[config.mk]
export PLATFORM = sky130hd
export DESIGN_NAME = morse_tx_flat
export DESIGN_NICKNAME = d
export VERILOG_FILES = /design/src/rtl/morse_pkg.sv /design/src/rtl/morse_tx_if.sv /design/src/rtl/morse_tx_unit_tick.sv /design/src/rtl/morse_tx.sv /design/src/flat_wrapper.sv
export SDC_FILE = /design/constraint.sdc
export NUM_CORES = 1
export LEC_CHECK = 0
export ABC_AREA = 1
export CAP_MARGIN = 20
export CORE_MARGIN = 8
export CORE_UTILIZATION = 60
export CTS_CLUSTER_SIZE = 25
export DETAILED_ROUTE_END_ITERATION = 7
export PLACE_DENSITY = 0.79
export SLEW_MARGIN = 20
export SYNTH_ARGS = -nofsm -noshare
export SYNTH_HDL_FRONTEND = slang
export SYNTH_SLANG_ARGS = --single-unit
[constraint.sdc]
create_clock -name clock -period 4.5 [get_ports clock]
set_input_delay 0.9 -clock clock [delete_from_list [all_inputs] [get_ports clock]]
set_output_delay 0.9 -clock clock [all_outputs]
set_load 0.02 [all_outputs]
[src/rtl/morse_pkg.sv]
// rtl/morse_pkg.sv - shared constants, state enum and character lookup for morse_tx
package morse_pkg;

    localparam int NUM_CODES = 36;
    localparam int MAX_SYMS  = 5;

    typedef enum logic [1:0] {IDLE, MARK, SPACE, GAP} morse_state_t;

    typedef struct packed {
        logic [2:0] len;
        logic [4:0] pat;
    } morse_entry_t;

    // Patterns are left-aligned: the first symbol sits in pat[4], 1 = dash.
    function automatic morse_entry_t morse_lookup(input int code);
        morse_entry_t e;
        e = '0;
        if (code >= 0 && code < NUM_CODES) begin
            case (code)
                0:  e = {3'd2, 5'b01000};
                1:  e = {3'd4, 5'b10000};
                2:  e = {3'd4, 5'b10100};
                3:  e = {3'd3, 5'b10000};
                4:  e = {3'd1, 5'b00000};
                5:  e = {3'd4, 5'b00100};
                6:  e = {3'd3, 5'b11000};
                7:  e = {3'd4, 5'b00000};
                8:  e = {3'd2, 5'b00000};
                9:  e = {3'd4, 5'b01110};
                10: e = {3'd3, 5'b10100};
                11: e = {3'd4, 5'b01000};
                12: e = {3'd2, 5'b11000};
                13: e = {3'd2, 5'b10000};
                14: e = {3'd3, 5'b11100};
                15: e = {3'd4, 5'b01100};
                16: e = {3'd4, 5'b11010};
                17: e = {3'd3, 5'b01000};
                18: e = {3'd3, 5'b00000};
                19: e = {3'd1, 5'b10000};
                20: e = {3'd3, 5'b00100};
                21: e = {3'd4, 5'b00010};
                22: e = {3'd3, 5'b01100};
                23: e = {3'd4, 5'b10010};
                24: e = {3'd4, 5'b10110};
                25: e = {3'd4, 5'b11000};
                26: e = {3'd5, 5'b11111};
                27: e = {3'd5, 5'b01111};
                28: e = {3'd5, 5'b00111};
                29: e = {3'd5, 5'b00011};
                30: e = {3'd5, 5'b00001};
                31: e = {3'd5, 5'b00000};
                32: e = {3'd5, 5'b10000};
                33: e = {3'd5, 5'b11000};
                34: e = {3'd5, 5'b11100};
                35: e = {3'd5, 5'b11110};
                default: e = '0;
            endcase
        end
        return e;
    endfunction

endpackage

[src/rtl/morse_tx_if.sv]
// rtl/morse_tx_if.sv - request/status bundle between key logic and morse_tx
interface morse_tx_if #(parameter int CODE_W = 6) ();
    logic              start;
    logic [CODE_W-1:0] char_code;
    logic              busy;
    logic              done;
    logic              err;

    modport master (output start, char_code, input busy, done, err);
    modport slave  (input start, char_code, output busy, done, err);
endinterface

[src/rtl/morse_tx_unit_tick.sv]
// rtl/morse_tx_unit_tick.sv - unit prescaler, one tick every TICKS cycles
module unit_tick #(
    parameter int TICKS = 25000000
) (
    input  logic clock,
    input  logic reset_n,
    input  logic clear,
    output logic tick
);
    localparam int CW = $clog2(TICKS);

    logic [CW-1:0] count;

    assign tick = (count == CW'(TICKS - 1));

    always_ff @(posedge clock or negedge reset_n) begin
        if (!reset_n)
            count <= '0;
        else if (clear || tick)
            count <= '0;
        else
            count <= count + CW'(1);
    end
endmodule

[src/rtl/morse_tx.sv]
// rtl/morse_tx.sv - Morse code transmitter driving a single LED
module morse_tx
    import morse_pkg::*;
#(
    parameter int UNIT_TICKS = 25000000,
    parameter int GAP_UNITS  = 3,
    parameter int CODE_W     = 6
) (
    input  logic       clock,
    input  logic       reset_n,
    morse_tx_if.slave  bus,
    output logic       led
);
    localparam int UNIT_MAX = (GAP_UNITS > 3) ? GAP_UNITS : 3;
    localparam int UW       = $clog2(UNIT_MAX);
    localparam int SW       = $clog2(MAX_SYMS);

    morse_state_t      state;
    logic [4:0]        pat;
    logic [SW-1:0]     syms_left;
    logic [UW-1:0]     unit_cnt;
    logic [CODE_W-1:0] code;
    morse_entry_t      entry;
    logic              tick;
    logic              tick_clear;

    assign code       = bus.char_code;
    assign entry      = morse_lookup(int'(code));
    assign tick_clear = (state == IDLE);

    unit_tick #(.TICKS(UNIT_TICKS)) u_tick (
        .clock   (clock),
        .reset_n (reset_n),
        .clear   (tick_clear),
        .tick    (tick)
    );

    // unit_cnt holds the units still to run in the current state, minus one.
    always_ff @(posedge clock or negedge reset_n) begin
        if (!reset_n) begin
            state     <= IDLE;
            pat       <= '0;
            syms_left <= '0;
            unit_cnt  <= '0;
            led       <= 1'b0;
            bus.busy  <= 1'b0;
            bus.done  <= 1'b0;
            bus.err   <= 1'b0;
        end else begin
            bus.done <= 1'b0;
            bus.err  <= 1'b0;
            case (state)
                IDLE: begin
                    if (bus.start) begin
                        if (entry.len != 3'd0) begin
                            pat       <= entry.pat;
                            syms_left <= SW'(entry.len - 3'd1);
                            unit_cnt  <= entry.pat[4] ? UW'(2) : '0;
                            led       <= 1'b1;
                            bus.busy  <= 1'b1;
                            state     <= MARK;
                        end else begin
                            bus.err <= 1'b1;
                        end
                    end
                end
                MARK: begin
                    if (tick) begin
                        if (unit_cnt != '0) begin
                            unit_cnt <= unit_cnt - UW'(1);
                        end else if (syms_left != '0) begin
                            led      <= 1'b0;
                            state    <= SPACE;
                        end else begin
                            led      <= 1'b0;
                            unit_cnt <= UW'(GAP_UNITS - 1);
                            state    <= GAP;
                        end
                    end
                end
                SPACE: begin
                    if (tick) begin
                        pat       <= {pat[3:0], 1'b0};
                        syms_left <= syms_left - SW'(1);
                        unit_cnt  <= pat[3] ? UW'(2) : '0;
                        led       <= 1'b1;
                        state     <= MARK;
                    end
                end
                GAP: begin
                    if (tick) begin
                        if (unit_cnt != '0) begin
                            unit_cnt <= unit_cnt - UW'(1);
                        end else begin
                            bus.busy <= 1'b0;
                            bus.done <= 1'b1;
                            state    <= IDLE;
                        end
                    end
                end
                default: state <= IDLE;
            endcase
        end
    end
endmodule

[src/flat_wrapper.sv]
// flat-port wrapper written by rule: the top's interface ports become plain ports
module morse_tx_flat import morse_pkg::*;
#(
    parameter int UNIT_TICKS = 25000000,
    parameter int GAP_UNITS  = 3,
    parameter int CODE_W     = 6
)
  (clock, reset_n, led, bus_start, bus_char_code, bus_busy, bus_done, bus_err);
  morse_tx_if #(.CODE_W(CODE_W)) bus_i ();
  input  logic clock;
  input  logic reset_n;
  output logic led;
  input wire logic [$bits(bus_i.start)-1:0] bus_start;
  input wire logic [$bits(bus_i.char_code)-1:0] bus_char_code;
  output wire logic [$bits(bus_i.busy)-1:0] bus_busy;
  output wire logic [$bits(bus_i.done)-1:0] bus_done;
  output wire logic [$bits(bus_i.err)-1:0] bus_err;
  assign bus_i.start = bus_start;
  assign bus_i.char_code = bus_char_code;
  assign bus_busy = bus_i.busy;
  assign bus_done = bus_i.done;
  assign bus_err = bus_i.err;
  morse_tx #(.UNIT_TICKS(UNIT_TICKS), .GAP_UNITS(GAP_UNITS), .CODE_W(CODE_W)) u_core (.clock(clock), .reset_n(reset_n), .bus(bus_i), .led(led));
endmodule
-- Yosys cells after proc, flatten, opt, wreduce, memory -nomap -nowiden
Memories as Yosys holds them, arrays and structs flattened.
Cells that the tools add are included.
- add/sub/neg operators: 4
- magnitude comparators: 1
- eq/ne operators: 13
- multiplexer cells: 43
- reductions and logical operators: 13
- operators by type and width (cell ; number):
    2-bit two-way mux ; 17
    25-bit by 1-bit adder with 25-bit output, second input constant ; 1
    25-bit equality test, second input constant ; 1
    25-bit two-way mux ; 1
    2-bit one-hot mux with 4 select lines ; 2
    7-bit AND reduction ; 2
    1-bit two-way mux ; 12
    4-bit two-way mux ; 3
    2-bit != test, second input constant ; 6
    3-bit two-way mux ; 3
    3-bit nonzero test ; 3
    8-bit two-way mux ; 1
    4-bit one-hot mux with 2 select lines ; 1
    6-bit < comparator, second input constant ; 1
    3-bit one-hot mux with 2 select lines ; 1
    6-bit AND reduction ; 1
    2-bit nonzero test ; 3
    3-bit by 1-bit subtractor with 3-bit output, second input constant ; 2
    5-bit AND reduction ; 1
    2-bit equality test, second input constant ; 2
    2-bit by 1-bit != test with 1-bit output, second input constant ; 2
    4-bit AND reduction ; 1
    3-bit by 2-bit != test with 1-bit output, second input constant ; 1
    1-bit one-hot mux with 3 select lines ; 1
    other kinds (5) ; 5
- flip-flop bits (word level): 40
- memory bits (read-only): 512
- output and inout port bits: 4
- memories: 1
- memories (name ; words ; bits a word ; read ports ; clocked after Yosys merged registers in ; write ports ; RTL line ; source):
    (name not given) ; 64 ; 8 ; 1 ; 0 ; 0 ; morse_pkg.sv:19 ; case (code)

-- Longest topological paths before layout
Gate-level depths: netlist of run 1.
- depth in word-level cells: 6
- gate-level depth with buffers: 17

-- By module
Synthesis of run 1 repeated with hierarchy kept, for this count alone.
- cell total of the unflattened synthesis: 436
- area, all modules: 2939.1 um^2
- by module, submodules not included (module ; instances ; cells an instance ; area an instance (um^2) ; seq. area each (um^2)):
    unit_tick ; 1 ; 217 ; 1500.2 ; 625.6
    morse_tx ; 1 ; 219 ; 1438.9 ; 375.4

-- Least setup slack after synthesis of run 1
No wires, ideal clock.
- path type: input to register
- from: input bus_char_code[0]
- to: register u_core.syms_left[2]
- setup time: 116 ps
- arrival time: 2251 ps
- slack: 2133 ps
- cell stages on the path: 15
- cells stage by stage: inv_1 -> ha_1 -> inv_1 -> nand2_2 -> nand3_1 -> nand2_1 -> nor2_4 -> nor2_8 -> nand2_1 -> o21ai_0 -> ha_1 -> o211ai_1 -> nand2_1 -> nand2_1 -> nand2_1
- cells in the longest elaborated chain, start to end: 6
- RTL lines (element ; RTL line ; source):
    start: declaration ; flat_wrapper.sv:14 ; input wire logic [$bits(bus_i.char_code)-1:0] bus_char_code;
    memory 64 x 8 bit / 6-bit < comparator (equally long branches) ; -- ;
    8-bit two-way mux * ; morse_pkg.sv:18 ; if (code >= 0 && code < NUM_CODES) begin
    3-bit by 1-bit subtractor with 3-bit output ; morse_tx.sv:57 ; syms_left <= SW'(entry.len - 3'd1);
    3-bit two-way mux ; morse_tx.sv:55 ; if (entry.len != 3'd0) begin
    3-bit two-way mux ; morse_tx.sv:54 ; if (bus.start) begin
    3-bit one-hot mux with 2 select lines ; morse_tx.sv:52 ; case (state)
    end signal: assignment ; morse_tx.sv:57 ;
    end signal: assignment ; morse_tx.sv:84 ; syms_left <= syms_left - SW'(1);
    end: declaration ; morse_tx.sv:20 ; logic [SW-1:0] syms_left;
Mark *: on every way between the ends. The rest lies on a longest branch, timed or not. The select of a mux whose other input is x is not followed.
A chain may end at the register's enable or synchronous reset.

-- Worst setup path after layout of run 1
- from: input bus_char_code[1]
- to: register u_core.syms_left[2]
The elaborated chain is that of the path after synthesis.

==> metrics.yaml, run 1 <==
io_pins: 13
hold_path_class: "register to register"
critPathArrivalTime_ns: 3.18
drv_cap: 0
hold_path_depth: 1
min_from: "u_core.u_tick.count[0]$_DFF_PN0_"
max_slew_margin_pct: 40.5
synth.distinct_cells: 39
start_kind: "primary input"
final_util_pct: 67.2
syn-instance-count: 418
final-setup-viol-count: 0
seq_area_frac_synth_pct: 34.0
worstMarginPinSlew_ns: 0.893
die_h_um: 86.0
grt_pass1_wl_um: 11200
cts-buffers-inserted: 5
status: "complete, no violations"
hold_violations: 0
portBuffers: 12
core_um2: 4720
wl_per_cell_um: 13.3
post_cts_buffers: 0
num_rows: 25
synth_top_area_cell: "dfrtp_1"
max-vdd-ir-drop_mv: 0.423
crit_required_ns: 4.69
dp_hpwl_um: 5080
grt_max_degree: 41
vias_per_cell: 5.37
yosysWarnings: 0
path_class: "primary input to register"
synth_ff_type: "dfrtp_1"
async_reset_ff_share_pct: 100
wirelength_um: 6630
drive_gt1_share_pct: 10.9
synthesis.nets: 437
clockBufferDepth: 2
numClockSinks: 40
synth_seq_cells: 40
synth_edf_count: 0
ctsHoldBuffers: 0
die_area_um2: 7400
first_pass_iters: 4
slew_viol_final: 0
min_period_over_period_pct: 66.4
grt_pass1_vias: 2555
final_common_cell: "nand2_1"
fin_skew_ns: 0.00611
gp_congestion: 0.907
drtIter0Drc: 111
synth.avg_cell_area_um2: 7.04
reg2reg_slack_ns: 2.44
rsz0062_at_grt: "no"
via_count: 2681
nets: 450
post-route-drc-count: 0
path_max_fanout: 11
clkTransAtPathRegs_ns: 0.08
rr_endpoint: "u_core.u_tick.count[15]$_DFF_PN0_"
fillerInstances: 416
grt.total_usage_pct: 18.5
place_area_um2: 3090
htree_levels: 2
period_minus_slack_ns: 2.99
design_area_um2: 3170
rr_worst_depth: 10
overflow: 0
grt_antenna_before_repair: 0
reg2reg_from: "u_core.u_tick.count[0]$_DFF_PN0_"
netlist_top_cells_area: "dfrtp_1, nand2_1, nor2_1, inv_1, ha_1"
final_cell_mix: "nand2_1, nor2_1, inv_1"
cts_tree: "built"
min_to: "u_core.u_tick.count[0]$_DFF_PN0_"
area_growth_pct: 7.87
antenna_left: 0
cts-root-buf: "clkbuf_8"
cts_resized: 0
worst_setup_path_end_kind: "register"
setup_tns_ns: 0
cellLeakagePower_nw: 1.43
syn_area_um2: 2940
initial_core_util_pct: 62.3
die_w_um: 86.0
yosysTopAreaCellShare_pct: 34.0
powerDensity_nw_per_um2: 404
max_freq_mhz: 335
insertion_delay_ns: 0.29
antenna_cells: 0
==> final cells by class <==
type | count | area [um2] | area share [%]
clock buffers | 5 | 68.8 | 2.17
multi-input cells | 325 | 1710 | 53.8
inverters | 47 | 179 | 5.64
flip-flops and latches | 40 | 1000 | 31.5
clock inverters | 3 | 18.8 | 0.591
repair buffers | 12 | 115 | 3.63
well taps | 67 | 83.8 | 2.64
==> registers in the layout, summed over array words and instances (netlist names), 2 cells and up <==
signal / cells
u_core.syms_left: 3
u_core.unit_cnt: 2
u_core.state: 2
u_core.u_tick.count: 25
u_core.pat: 4
==> kinds of logic after synthesis <==
group | Yosys count | synth area share (%)
AND/OR/NAND/NOR | 252 | 40.1
AO/OA/AOI/OAI | 57 | 11.9
buffers and inverters | 53 | 7.95
flip-flops | 40 | 34.0
adder cells (fa/ha/maj) | 10 | 4.25
XOR/XNOR | 6 | 1.79
==> synthesized netlist by cell type (5+ instances only) <==
library cell  instances
a21oi_1              21
a31oi_1               5
dfrtp_1              40
ha_1                 10
inv_1                41
inv_2                 5
nand2_1             123
nand2_2               5
nand3_1              16
nand4_1              13
nor2_1               59
nor2_2               10
nor3_1                7
o21ai_0              19
==> critical path, stage by stage <==
cell and delay (ns):
clkdlybuf4s50_1 0.69, inv_1 0.14, ha_1 0.25, inv_1 0.08
nand2_1 0.05, o21ai_0 0.09, nand2_1 0.07, nand2_1 0.06
nand2_1 0.08, nand2_4 0.12, nand2_1 0.05, o21ai_0 0.12
ha_1 0.21, inv_1 0.04, nand2_1 0.05, nand2_1 0.05
nand2_1 0.07, nand2_1 0.04
==> routing by layer <==
metal | track usage [%] | share of wire [%] | vias up
li1 | - | - | 1375
met5 | 0 | 0 | -
met4 | 5.25 | 1.1 | 0
met1 | 21.8 | 45 | 1224
met2 | 33.2 | 50 | 73
met3 | 3.06 | 4.1 | 9
==> power breakdown <==
part / leakage, nW / switching [mW] / internal [mW]
Combinational: 0.848 / 0.373 / 0.192
Sequential: 0.537 / 0.0501 / 0.427
Clock: 0.0479 / 0.129 / 0.108
==> how the worst max path moves through the flow <==
stage / from / to / slack, ns / cells past startpoint
finish: bus_char_code[1] / u_core.syms_left[2]$_DFFE_PN0P_ / 1.51 / 18
global route: bus_char_code[1] / u_core.syms_left[2]$_DFFE_PN0P_ / 1.29 / 18
CTS: bus_char_code[1] / u_core.syms_left[2]$_DFFE_PN0P_ / 1.55 / 16
detailed placement: bus_char_code[1] / u_core.syms_left[2]$_DFFE_PN0P_ / 1.23 / 16
global placement: bus_char_code[1] / u_core.syms_left[2]$_DFFE_PN0P_ / 1.32 / 16
floorplan: bus_char_code[0] / u_core.syms_left[2]$_DFFE_PN0P_ / 2.13 / 15
==> stage by stage <==
stage / std cells / hold slack (ns) / power (mW) / worst slack [ns]
after floorplan: 418 / 0.433 / 0.909 / 2.13
after global placement: 491 / 0.449 / 1.03 / 1.32
after detailed placement: 491 / 0.463 / 1.04 / 1.23
after CTS: 499 / 0.473 / 1.29 / 1.55
after global routing: 499 / 0.495 / 1.38 / 1.29
final: 499 / 0.471 / 1.28 / 1.51
(Power assumes the default switching activity.)
==> run 2, diff against run 1 <==
- clock period: 4.5 -> 2.9 ns (I/O delays scaled with it)
==> run 2 against run 1 <==
  * Combinational power up 57%
  * Flip-flop and latch count unchanged
  * Via count increased by 1.9%
  * Non-clock buffer count rose by 7
  * Critical path type unchanged
  * First-iteration DRC count rose by 3.6%
  * Die area did not move
  * Sequential power is 55% higher
  * Largest cell class unchanged
  * Final cell count up 1.4%
==> metrics.yaml, run 2 (synthesized netlist as in run 1, its figures left out) <==
status: "complete, no violations"
grt-busiest-layer: "met2"
reg2reg_from: "u_core.u_tick.count[0]$_DFF_PN0_"
grtUsageMet1_pct: 22.8
cts_resized: 0
regMostFlops: "u_core.u_tick.count"
core_um2: 4720
portBuffers: 12
num_rows: 25
drv_cap: 0
drtIter0Drc: 115
die_h_um: 86.0
cp_cell_sequence: "clkdlybuf4s50_1 -> buf_4 -> ha_1 -> a21oi_1 -> nand2_1 -> nand2_1 -> nand2_1 -> nand2_4 -> nand2_1 -> o21ai_0 -> ha_1 -> inv_1 -> nand2_1 -> nand2_1 -> nand2_1 -> nand2_1"
post_cts_buffers: 0
max_freq_mhz: 417
worst_setup_path_end_kind: "register"
gp_congestion: 0.975
worstMarginPinSlew_ns: 0.887
die_w_um: 86.0
drive_gt1_share_pct: 12.1
area_growth_pct: 9.87
hold_violations: 0
wl_per_cell_um: 13.3
htree_levels: 2
ctsHoldBuffers: 0
critPathArrivalTime_ns: 2.59
critPathLaunch: "bus_char_code[1]"
vias_per_cell: 5.40
final_cell_mix: "nand2_1, nor2_1, inv_1"
critical_path_cell_count: 16
placed_cells: 498
first_pass_iters: 4
place_area_um2: 3140
setup_tns_ns: 0
crit_required_ns: 3.09
stdcell_count: 506
postLayoutSetupSlackWorst_ns: 0.501
die_area_um2: 7400
overflow: 0
antenna_left: 0
final-setup-viol-count: 0
numClockSinks: 40
rsz0062_at_grt: "no"
dp_hpwl_um: 5200
nets: 457
post-route-drc-count: 0
antenna_cells: 0
final_util_pct: 68.4
io_pins: 13
cts_tree: "built"
path_class: "primary input to register"
cp_common_cell: "nand2_1"
cts-root-buf: "clkbuf_8"
hold_path_class: "primary input to asynchronous set/reset pin"
crit_end: "u_core.syms_left[2]$_DFFE_PN0P_"
period_minus_slack_ns: 2.40
insertion_delay_ns: 0.29
fin_skew_ns: 0.00809
max_slew_margin_pct: 40.9
reg2reg_slack_ns: 0.87
design_area_um2: 3230
grt_pass1_vias: 2657
place_ws_ns: 0.180
largest_reg_flops: 25
powerDensity_nw_per_um2: 625
grt_pass1_wl_um: 11500
rr_worst_depth: 10
max-vdd-ir-drop_mv: 0.545
path_buf_inv: 3
clkTransAtPathRegs_ns: 0.08
power_mw: 2.02
grtUsageMet2_pct: 33.2
min_period_over_period_pct: 82.7
clockBufferDepth: 2
grt.total_usage_pct: 19.3
cellLeakagePower_nw: 1.46
slew_viol_final: 0
initial_core_util_pct: 62.3
path_max_fanout: 10
via_count: 2732
rr_endpoint: "u_core.u_tick.count[18]$_DFF_PN0_"
crit_slowest_cell: "clkdlybuf4s50_1"
grt_antenna_before_repair: 0
cp_slowest_stage_delay_ns: 0.42
wirelength_um: 6740
grt_max_degree: 41
reg_top3: "u_core.u_tick.count: 25 flops, u_core.pat: 4 flops, u_core.syms_left: 3 flops"
start_kind: "primary input"
path_delay_family: "buffers and inverters"
grt_util_met3_pct: 3.25
fin_worst_hold_slack_ns: 0.405
cts-buffers-inserted: 5
final_common_cell: "nand2_1"
-- run 2: cell count changes in the layout (fill, tap and decap cells not counted), sizes merged --
cell,before,now
clkinvlp,0,1
buf,1,8
clkbuf,5,7
clkinv,3,0
-- run 2: per-layer routing --
layer,up-vias,routed length [um]
li1,1395,-
met1,1249,2970
met2,73,3370
met3,15,254
met4,0,145
met5,-,0
-- run 2: layout make-up --
| type | count | area (um2) |
|---|---|---|
| inverter | 47 | 179 |
| multi-input combinational | 325 | 1710 |
| fill | 409 | 1490 |
| tap | 67 | 83.8 |
| clock inverter | 1 | 7.51 |
| clock buffer | 7 | 86.3 |
| timing repair buffer | 19 | 168 |
| sequential | 40 | 1000 |
-- run 2: worst min-delay path by stage --
stage / start / end / slack [ns] / cells past startpoint
5_1_grt: reset_n / u_core.u_tick.count[15]$_DFF_PN0_ / 0.48 / 1
6_report: reset_n / u_core.u_tick.count[15]$_DFF_PN0_ / 0.40 / 1
2_1_floorplan: reset_n / u_core.bus.busy$_DFFE_PN0P_ / 0.28 / 0
3_3_place_gp: u_core.u_tick.count[0]$_DFF_PN0_ / u_core.u_tick.count[0]$_DFF_PN0_ / 0.45 / 1
3_5_place_dp: u_core.u_tick.count[0]$_DFF_PN0_ / u_core.u_tick.count[0]$_DFF_PN0_ / 0.47 / 1
4_1_cts: reset_n / u_core.u_tick.count[15]$_DFF_PN0_ / 0.42 / 1
-- run 2: report_power, final --
group	switching [mW]	internal, mW
clock	0.203	0.194
sequential	0.0745	0.663
combinational	0.575	0.311
-- run 2: worst register-to-register path, delay by kind of cell, from the launching register on --
| family | cells | cell delay, ns |
|---|---|---|
| AOI/OAI and AO/OA | 2 | 0.29 |
| adders and majority gates | 1 | 0.21 |
| buffers and inverters | 1 | 0.36 |
| DFF | 1 | 0.40 |
| and+or+nand+nor | 6 | 0.70 |
